==> src/rtl/enc_8b_10b_nlane.sv <==
// Multi-lane 8b/10b encoder with valid/ready handshake, a running-disparity chain and optional K28.5 idle insertion.
// Defining ENC_8B10B_KERR_CNT_EN adds a saturating kerr_cnt[15:0] output that counts invalid K requests.
module enc_8b_10b_nlane #(
  parameter int LANES       = 2,
  parameter bit IDLE_INSERT = 1'b1,
  parameter bit RD_INIT     = 1'b0
) (
  input  logic                  clk,
  input  logic                  rst_b,
  input  logic                  clr,
  input  logic                  in_valid,
  output logic                  in_ready,
  input  logic [8*LANES-1:0]    in_data,
  input  logic [LANES-1:0]      in_k,
  output logic                  out_valid,
  input  logic                  out_ready,
  output logic [10*LANES-1:0]   out_data,
  output logic [LANES-1:0]      out_k_err,
  output logic                  out_idle,
  output logic                  rd_state
`ifdef ENC_8B10B_KERR_CNT_EN
  ,
  output logic [15:0]           kerr_cnt
`endif
);

  // Encodes one byte. Returns {k_err, rd_out, abcdeifghj}.
  // Data tables hold the RD- form; valid K codes are built at RD- and inverted whole at RD+.
  function automatic logic [11:0] enc_byte(input logic [7:0] d, input logic k, input logic rd);
    logic [4:0] x;
    logic [2:0] y;
    logic [5:0] s6;
    logic [3:0] s4;
    logic [9:0] code;
    logic       valid_k;
    logic       rd_in;
    logic       rd6;
    logic       alt7;
    x = d[4:0];
    y = d[7:5];
    valid_k = k & ((x == 5'd28) |
                   ((y == 3'd7) & ((x == 5'd23) | (x == 5'd27) | (x == 5'd29) | (x == 5'd30))));
    rd_in = rd & ~valid_k;
    case (x)
      5'd0:  s6 = 6'b100111;
      5'd1:  s6 = 6'b011101;
      5'd2:  s6 = 6'b101101;
      5'd3:  s6 = 6'b110001;
      5'd4:  s6 = 6'b110101;
      5'd5:  s6 = 6'b101001;
      5'd6:  s6 = 6'b011001;
      5'd7:  s6 = 6'b111000;
      5'd8:  s6 = 6'b111001;
      5'd9:  s6 = 6'b100101;
      5'd10: s6 = 6'b010101;
      5'd11: s6 = 6'b110100;
      5'd12: s6 = 6'b001101;
      5'd13: s6 = 6'b101100;
      5'd14: s6 = 6'b011100;
      5'd15: s6 = 6'b010111;
      5'd16: s6 = 6'b011011;
      5'd17: s6 = 6'b100011;
      5'd18: s6 = 6'b010011;
      5'd19: s6 = 6'b110010;
      5'd20: s6 = 6'b001011;
      5'd21: s6 = 6'b101010;
      5'd22: s6 = 6'b011010;
      5'd23: s6 = 6'b111010;
      5'd24: s6 = 6'b110011;
      5'd25: s6 = 6'b100110;
      5'd26: s6 = 6'b010110;
      5'd27: s6 = 6'b110110;
      5'd28: s6 = 6'b001110;
      5'd29: s6 = 6'b101110;
      5'd30: s6 = 6'b011110;
      default: s6 = 6'b101011;
    endcase
    if (valid_k && (x == 5'd28)) s6 = 6'b001111;
    // D.07 is balanced but still has an RD+ alternate.
    if (rd_in && (($countones(s6) != 3) || (x == 5'd7))) s6 = ~s6;
    rd6 = rd_in ^ ($countones(s6) != 3);
    alt7 = valid_k | (rd6 ? ((x == 5'd11) | (x == 5'd13) | (x == 5'd14))
                          : ((x == 5'd17) | (x == 5'd18) | (x == 5'd20)));
    case (y)
      3'd0: s4 = 4'b1011;
      3'd1: s4 = 4'b1001;
      3'd2: s4 = 4'b0101;
      3'd3: s4 = 4'b1100;
      3'd4: s4 = 4'b1101;
      3'd5: s4 = 4'b1010;
      3'd6: s4 = 4'b0110;
      default: s4 = alt7 ? 4'b0111 : 4'b1110;
    endcase
    if (rd6 && (($countones(s4) != 2) || (y == 3'd3))) s4 = ~s4;
    code = {s6, s4};
    if (valid_k && rd) code = ~code;
    return {k & ~valid_k, rd ^ ($countones(code) != 5), code};
  endfunction

  logic [8*LANES-1:0]  src_data;
  logic [LANES-1:0]    src_k;
  logic [10*LANES-1:0] enc_data;
  logic [LANES-1:0]    enc_kerr;
  logic                rd_next;
  logic                load;

  assign load     = (~out_valid | out_ready) & ~clr;
  assign in_ready = load;
  // With no input offered the chain encodes K28.5 on every lane for the idle beat.
  assign src_data = in_valid ? in_data : {LANES{8'hBC}};
  assign src_k    = in_valid ? in_k : {LANES{1'b1}};

  always_comb begin
    logic [11:0] res;
    logic        rd_run;
    res      = '0;
    rd_run   = rd_state;
    enc_data = '0;
    enc_kerr = '0;
    for (int i = 0; i < LANES; i++) begin
      res                 = enc_byte(src_data[8*i +: 8], src_k[i], rd_run);
      enc_data[10*i +: 10] = res[9:0];
      enc_kerr[i]         = res[11];
      rd_run              = res[10];
    end
    rd_next = rd_run;
  end

  always_ff @(posedge clk or negedge rst_b) begin
    if (!rst_b) begin
      out_valid <= 1'b0;
      out_data  <= '0;
      out_k_err <= '0;
      out_idle  <= 1'b0;
      rd_state  <= RD_INIT;
    end else if (clr) begin
      out_valid <= 1'b0;
      out_data  <= '0;
      out_k_err <= '0;
      out_idle  <= 1'b0;
      rd_state  <= RD_INIT;
    end else if (load) begin
      if (in_valid || IDLE_INSERT) begin
        out_valid <= 1'b1;
        out_data  <= enc_data;
        out_k_err <= enc_kerr;
        out_idle  <= ~in_valid;
        rd_state  <= rd_next;
      end else begin
        out_valid <= 1'b0;
      end
    end
  end

`ifdef ENC_8B10B_KERR_CNT_EN
  logic [16:0] kerr_sum;
  assign kerr_sum = {1'b0, kerr_cnt} + 17'($countones(enc_kerr));

  always_ff @(posedge clk or negedge rst_b) begin
    if (!rst_b) begin
      kerr_cnt <= '0;
    end else if (clr) begin
      kerr_cnt <= '0;
    end else if (load && in_valid) begin
      kerr_cnt <= kerr_sum[16] ? 16'hFFFF : kerr_sum[15:0];
    end
  end
`endif

endmodule

==> config.mk <==
export PLATFORM = sky130hd
export DESIGN_NAME = enc_8b_10b_nlane
export DESIGN_NICKNAME = d
export VERILOG_FILES = /design/src/rtl/enc_8b_10b_nlane.sv
export SDC_FILE = /design/constraint.sdc
export NUM_CORES = 1
export LEC_CHECK = 0
export ABC_AREA = 1
export ABC_CLOCK_PERIOD_IN_PS = 36800
export CAP_MARGIN = 15
export CORE_MARGIN = 3
export CORE_UTILIZATION = 55
export CTS_BUF_LIST = sky130_fd_sc_hd__clkbuf_4 sky130_fd_sc_hd__clkbuf_8 sky130_fd_sc_hd__clkbuf_16
export CTS_CLUSTER_DIAMETER = 120
export CTS_CLUSTER_SIZE = 16
export DETAILED_ROUTE_END_ITERATION = 16
export HOLD_SLACK_MARGIN = 0.15
export PLACE_DENSITY = 0.9
export SLEW_MARGIN = 15
export SYNTH_ARGS = -nofsm -noshare
export SYNTH_HDL_FRONTEND = slang
export SYNTH_SLANG_ARGS = --single-unit
==> constraint.sdc <==
create_clock -name clk -period 36.8 [get_ports clk]
set_input_delay 3.68 -clock clk [delete_from_list [all_inputs] [get_ports clk]]
set_output_delay 3.68 -clock clk [all_outputs]
set_load 0.02 [all_outputs]
==> Word level (Yosys, flattened, before mapping) <==
Memory sizes are Yosys's and may differ from the RTL's.
Index checks and enable logic that the tools add are counted.
{ "op_classes": {"add_sub_neg": 44, "n_mul": 0, "n_div": 0, "magnitude_cmp": 0, "n_eq_ne": 46, "shift": 0, "mux": 26, "bitwise_logic": 43, "reduce_logical": 15} }
{ "ops": {"columns": ["operator", "n"], "rows": [
  ["$eq A5 B5 Y1 const B", 16],
  ["$pmux W4 S7", 2],
  ["$add A1 B1 Y2", 26],
  ["$mux W20", 2],
  ["$add A2 B2 Y3", 10],
  ["$eq A5 B4 Y1 const B", 6],
  ["$eq A3 B3 Y1 const B", 8],
  ["$mux W6", 4],
  ["$mux W10", 2],
  ["$not A10 Y10", 2],
  ["$or A1 B1 Y1", 19],
  ["$add A3 B2 Y4", 4],
  ["$mux W16", 1],
  ["$mux W4", 4],
  ["$ne A4 B2 Y1 const B", 4],
  ["$eq A3 B2 Y1 const B", 4],
  ["$not A6 Y6", 2],
  ["$add A4 B2 Y5", 2],
  ["$eq A5 B3 Y1 const B", 2],
  ["$ne A5 B3 Y1 const B", 2],
  ["$and A1 B1 Y1", 9],
  ["$add A3 B3 Y4", 2],
  ["$logic_and A1 B1 Y1", 8],
  ["$mux W1", 8],
  ["9 further kinds", 25]
]} }
{ "word_totals": {"register_bits": 25, "latch_bits": 0, "ram_bits": 0, "romBits": 384, "inputBits": 23, "output_inout_bits": 26, "word_cells": 181, "memories": 2} }
{ "mem_list": {"columns": ["memory", "depth", "width", "rd", "rd_ports_with_merged_regs", "wr", "line_no", "rtl"], "rows": [
  ["(name not given)", 32, 6, 1, 0, 0, "44", "case (x)"],
  ["(name not given)", 32, 6, 1, 0, 0, "44", null]
]} }

==> Depth between registers and ports, before layout <==
Gate-level depths: netlist of the first run.
{ "logic_depth": {"word_depth": 68, "ltp_mapped": 101, "mapped_depth_nobuf": 99} }

==> Worst setup path after synthesis of the first run <==
OpenSTA, ideal clock, no wires.
{ "synth_timing": {"path_type": "input to register", "startpoint": "input port in_valid", "endpoint": "register rd_state", "setup_ns": 0.083, "arrival_ns": 20.561, "t_required_ns": 36.717, "path_slack_ns": 16.157, "stages": 96, "path_buffers": 2, "cell_sequence": "buf_6 buf_6 nand2_1 inv_1 ha_1 nand2_1 nand2_1 a21oi_1 o21ai_1 nand2_1 nor2_1 inv_1 fa_1 inv_1 fa_1 inv_1 ha_1 inv_1 (+60 left out) a21oi_1 o2111ai_1 nand2_1 nand3_1 and2_1 ha_1 inv_1 fa_1 inv_1 fa_1 ha_1 inv_1 fa_1 nand2_1 a211o_1 nand2_1 nand2_1 o21ai_0"} }
{ "synth_via": {"elab_chain_cells": 68, "word_cells_on_any_way": 160, "cone_classes": "add/sub (44); eq/ne (46); mux (18); bitwise (36); reduce/logical (14); memory (2)"} }
{ "synth_lines": {"columns": ["item", "line_no", "rtl"], "rows": [
  ["start, declared", "11", "input logic in_valid,"],
  ["$mux W16", "110", "assign src_data = in_valid ? in_data : {LANES{8'hBC}};"],
  ["$eq A5 B5 Y1", "42", "((y == 3'd7) & ((x == 5'd23) | (x == 5'd27) | (x == 5'd29) | (x == 5'd30))));"],
  ["$or A1 B1 Y1 (3 in series)", "42", null],
  ["$and A1 B1 Y1", "42", null],
  ["$or A1 B1 Y1", "41", "valid_k = k & ((x == 5'd28) |"],
  ["$and A1 B1 Y1", "41", null],
  ["$logic_and A1 B1 Y1", "78", "if (valid_k && (x == 5'd28)) s6 = 6'b001111;"],
  ["$mux W6", "78", null],
  ["(+50 left out)", null, null],
  ["$add A1 B1 Y2 (not written as such)", "97", "return {k & ~valid_k, rd ^ ($countones(code) != 5), code};"],
  ["$add A2 B2 Y3 (not written as such)", "97", null],
  ["$add A3 B3 Y4 (not written as such)", "97", null],
  ["$add A4 B2 Y5 (not written as such)", "97", null],
  ["$ne A5 B3 Y1", "97", null],
  ["$xor A1 B1 Y1 *", "97", null],
  ["$mux W1 *", "142", "end else if (load) begin"],
  ["$mux W1 *", "136", "end else if (clr) begin"],
  ["end signal, assigned", "148", "rd_state <= rd_next;"],
  ["end, declared", "20", "output logic rd_state"]
]} }
Mark *: on every way between the ends. The rest lies on a longest branch, timed or not. The select of a mux whose other input is x is not followed.
A chain may end at the register's enable or synchronous reset.

==> Final worst setup path of the first run <==
Ends and elaborated chain as after synthesis.

==> results of run 1 <==
-- synthesized netlist by cell type, types with 2 or more instances --
library cell,number
nor2_2,2
nand2_1,135
dfrtp_1,25
nor2_1,23
nand3_1,36
nand3_2,3
nand2_2,6
o221ai_1,2
a21oi_1,19
xnor2_2,3
nand4_1,11
buf_6,2
inv_2,5
or2_2,2
xor2_1,10
clkbuf_1,3
inv_1,90
nand2_4,5
o211ai_1,6
o21ai_0,21
xnor2_1,8
and2_1,2
o2111ai_1,2
o31ai_1,3
nor2_8,2
ha_1,36
o22ai_1,6
o21ai_1,10
fa_1,20
xor2_2,3
-- worst max-delay path: cells and delay by family --
kind,cells,cell delay (ns)
and+or+nand+nor,34,4.21
xor gates and xnor gates,3,0.90
AOI/OAI and AO/OA,9,1.71
buffers and inverters,21,2.57
adders and majority gates,29,10.36
-- kinds of logic (layout without fill, tap and decap cells) --
family,count (synthesis),after routing,share of synthesized area (%)
fa+ha+maj,56,56,23.2
compound gates,75,75,12.5
simple gates,230,230,29.2
flops,25,25,17.0
buf+inv,103,152,11.2
xor+xnor,24,24,6.95
-- flip-flops by register name (all words and copies together) (netlist names) --
name and cells:
rd_state 1, out_data 20, out_k_err 2, out_valid 1
out_idle 1
-- path summary, 6_finish.rpt --
check                            start           end  slack [ns]  cells past startpoint
max in group asynchronous        rst_b  out_k_err[0]       32.78                      2
min in group asynchronous        rst_b      out_idle        3.78                      2
max                           in_valid      rd_state       13.56                     96
min                        out_data[4]   out_data[4]        0.49                      2
max reg2reg                   rd_state      rd_state       21.07                     78
min reg2reg                out_data[4]   out_data[4]        0.49                      2
-- metrics by stage --
| step | util (%) | cell area, um^2 | instances |
|---|---|---|---|
| 2_1_floorplan | - | 3670 | 513 |
| 6_report | 66.7 | 4290 | 639 |
| 3_3_place_gp | 66.0 | 4240 | 635 |
| 4_1_cts | 66.7 | 4290 | 639 |
| 3_5_place_dp | 66.0 | 4240 | 635 |
| 5_1_grt | 66.7 | 4290 | 639 |
-- routing by layer --
layer  wire, um  GRT usage [%]  vias up
met4        147           6.69        0
met3        526           1.88       17
met1       3870           32.5     1611
met2       4090           40.1      145
li1           -              -     1735
met5          0              0        -
-- area by class of cell --
cell class | count | area, um^2
multi-input cells | 385 | 2640
fillers | 540 | 2140
flip-flops and latches | 25 | 626
repair buffers | 51 | 503
inverters | 97 | 372
well taps | 77 | 96.3
clock buffers | 3 | 41.3
clock inverters | 1 | 5.00
==> impl_metrics.toml, run 1 <==
[final_layout]
nets = 642
mostFrequentLayoutCells = "nand2_1, inv_1, clkdlybuf4s50_1"
area_delta_synth_final_pct = 16.7
final_common_cell = "nand2_1"
diodes = 0
drive_gt1_share_pct = 8.01

[detailed_routing]
vias = 3508
vias_per_cell = 5.49
firstDrtPassIters = 6
drtAntennaViolNets = 0
drc = 0
drt_iter0_drc = 257
wl_mm = 8.64
wl_per_cell_um = 13.5

[timing]
fin_crit_ns = 23.24
fmax_ghz = 0.0430
period_share_pct = 63.2
setup_viol = 0
maxSlewViolCount = 0
finClkSkew_ns = 0.00587
tightest_slew_ns = 0.874
fin_tns_setup_ns = 0
hold_viol_final = 0
rsz0062_at_grt = "false"
slew_headroom_pct = 41.6
whs_ns = 0.487
fin_ws_ns = 13.56

[worst_setup_path]
cp_max_fo = 16
worstPathRequired_ns = 37.00
max_stage_delay_ns = 1.04
start_kind = "input pin"
crit_path_end_kind = "flip-flop"
crit_path_top_delay_cell = "clkdlybuf4s50_1"
path_common_cell = "inv_1"
cp.arrival_ns = 23.44
worst-setup-path-type = "in -> reg"

[yosys]
yosys_register_bits = 25
synth-edff-count = 0
syn_nets = 592
postSynth.asyncResetShare_pct = 100
ys_seq_area_share_pct = 17.0
syn_area_mm2 = 0.00367
synth.distinct_cells = 42
syn_area_per_cell_um2 = 7.16
yosys_warnings = 0
synthCells = 513
synth_top_flop_cell = "dfrtp_1"
synth_top_area_cell = "dfrtp_1"
yosysTopAreaCellShare_pct = 17.0
synthTopCellsByArea = "dfrtp_1, nand2_1, ha_1"

[die]
die_y_um = 87.7
initial_core_util_pct = 57.2
dieArea_mm2 = 0.00770
die_x_um = 87.7
rows = 29
ios = 49
design.core.area_mm2 = 0.00642

[grt]
grt_max_degree = 26
overflow = 0
antenna_found_initial = 0
grt_pass1_wl_mm = 15.0
grt_pass1_vias = 3401
grt_usage_pct = 23.7

[clock_network]
tritoncts = "yes"
cts_num_sinks = 25
cts_buffers = 3
h-tree-depth = 1
cts-root-buf = "clkbuf_8"
clkTransAtPathRegs_ns = 0.09
cts_resized = 0
cts_hold_buf = 0
clkLatencyLatePin_ns = 0.27
cts_setup_buffers = 0
cts_max_path_buffers = 2

[outcome]
status = "complete, no violations"

[placed_design]
place_ws_ns = 13.41
dp_hpwl_mm = 7.10
place_congestion = 0.922
io_buffers = 48

[hold_path]
hold_path.class = "reg -> reg"

[job]
drv_cap = 0
Power of run 1 is left out: the tool's default activity adds up to more than one toggle a clock period on the data nets, which glitch-free logic cannot reach.
==> run 2, diff against run 1 <==
Settings changed: ABC_CLOCK_PERIOD_IN_PS 36800 to 22000.
Clock period 36.8 ns to 22 ns, I/O delays scaled along.
==> run 2 against run 1 <==
Flip-flop and latch count is the same. Clock-buffer cell count is the same. Largest cell class unchanged. Sequential share of layout area shrank 0.17 points. Hold slack gained 0.0013 ns. Worst setup slack lost 12 ns.
==> impl_metrics.toml, run 2 (synthesized netlist as in run 1, its figures left out) <==
[outcome]
status = "complete, no violations"

[clock_network]
tritoncts = "yes"
cts_buffers = 3
cts-root-buf = "clkbuf_8"
cts_num_sinks = 25
cts_hold_buf = 0
h-tree-depth = 1
cts_max_path_buffers = 2
clkTransAtPathRegs_ns = 0.10
clkLatencyLatePin_ns = 0.29

[timing]
slew_headroom_pct = 61.8
setup_viol = 0
fin_tns_setup_ns = 0
fmax_ghz = 0.0483
tightest_slew_ns = 0.567
finClkSkew_ns = 0.00672
period_share_pct = 94.2
whs_ns = 0.488
maxSlewViolCount = 0
hold_viol_final = 0
fin_crit_ns = 20.72

[worst_setup_path]
cp.arrival_ns = 20.94
rrSetupSlack_ns = 6.48
path_common_cell = "inv_1"
crit_buf_inv = 22
crit_path_top_delay_cell = "fa_1"
max_stage_delay_ns = 0.57
start_kind = "input pin"
r2r_end = "rd_state"
r2r_cells = 77
crit_family = "adder cells"
worstPathRequired_ns = 22.22
crit_path_end_kind = "flip-flop"
reg2reg_from = "rd_state"
cp_max_fo = 16
worst-setup-path-type = "in -> reg"

[die]
dieArea_mm2 = 0.00770
die_x_um = 87.7
rows = 29
initial_core_util_pct = 57.2
design.core.area_mm2 = 0.00642
die_y_um = 87.7
ios = 49

[final_layout]
final_common_cell = "nand2_1"
diodes = 0
largest_reg_flops = 20
multi_input_area_mm2 = 0.00267
reg_top3 = "out_data x20, out_k_err x2"
area_delta_synth_final_pct = 18.1
mostFrequentLayoutCells = "nand2_1, inv_1, clkdlybuf4s50_1"
top_register = "out_data"
regArea_um2 = 626
nets = 646
fill_cells = 534
drive_gt1_share_pct = 9.36

[grt]
grt_usage_pct = 24.8
antenna_found_initial = 0
grt_pass1_vias = 3495
grt_max_degree = 26
overflow = 0
grt_pass1_wl_mm = 15.5

[detailed_routing]
wl_mm = 9.03
vias_per_cell = 5.60
vias = 3602
drtAntennaViolNets = 0
drc = 0
wl_per_cell_um = 14.0
firstDrtPassIters = 5
drt_iter0_drc = 189

[hold_path]
worst_hold_path.endpoint = "out_data[4]"
whs_path_depth = 2
hold_path.class = "reg -> reg"
worstHoldStart = "out_data[4]"

[placed_design]
dp_hpwl_mm = 7.33
io_buffers = 48
place_congestion = 0.900

[job]
drv_cap = 0
[run 2: changes by cell type in the layout (fill, tap and decap cells not counted)]
cell | previous run | this run
buf_4 | 3 | 7
clkinv_2 | 1 | 0
buf_2 | 0 | 1
xor2_1 | 10 | 9
nor2_2 | 2 | 4
nor2_1 | 23 | 21
clkinvlp_4 | 0 | 1
xor2_4 | 0 | 1
clkdlybuf4s50_1 | 48 | 47
[run 2: layout make-up]
| cell class | count | area share, % |
|---|---|---|
| Multi-Input combinational cell | 385 | 61.5 |
| Sequential cell | 25 | 14.4 |
| Timing Repair Buffer | 55 | 12.2 |
| Inverter | 97 | 8.57 |
| Tap cell | 77 | 2.22 |
| Clock buffer | 3 | 0.952 |
| Clock inverter | 1 | 0.173 |
[run 2: tightest hold or removal path, stage by stage, from the launching register on]
cell and delay, ns:
dfrtp_1 0.36, nand2_1 0.05, nand2_1 0.05
[run 2: repair_timing]
item,in CTS,in global routing
resized for setup,0,4
setup buffers,0,4
setup endpoints to repair,0,1
[run 2: metrics by stage]
stage	util [%]	worst slack [ns]	area (um^2)	std cells
after floorplan	-	2.84	3670	513
after global placement	66.0	1.44	4240	635
after detailed placement	66.0	0.700	4240	635
after CTS	66.8	0.933	4290	639
after global routing	67.5	-0.0935	4340	643
final	67.5	1.28	4340	643
[run 2: per-layer routing]
layer,share of wire (%),wire length (um),vias to the layer above,GRT usage (%)
met4,2.3,204,0,8.93
li1,-,-,1748,-
met3,6.0,538,24,2.73
met1,43,3880,1664,32.4
met5,0,0,-,0
met2,49,4410,166,42.3
[run 2: worst max-delay path by stage]
stage,depth (start not counted),slack (ns),endpoint,start
after detailed placement,96,0.70,rd_state,in_valid
after global placement,96,1.44,rd_state,in_valid
after floorplan,96,2.84,rd_state,in_valid
after global routing,97,-0.09,rd_state,in_valid
after CTS,96,0.93,rd_state,in_valid
final,96,1.28,rd_state,in_valid
Power of run 2 is left out for the same reason.
==> run 3, diff against run 2 <==
Settings changed: HOLD_SLACK_MARGIN 0.15 to 0.08.
==> results of run 3 <==
Same layout as run 2: the final DEF is identical, and so are final timing and power.
Power of run 3 is left out for the same reason.
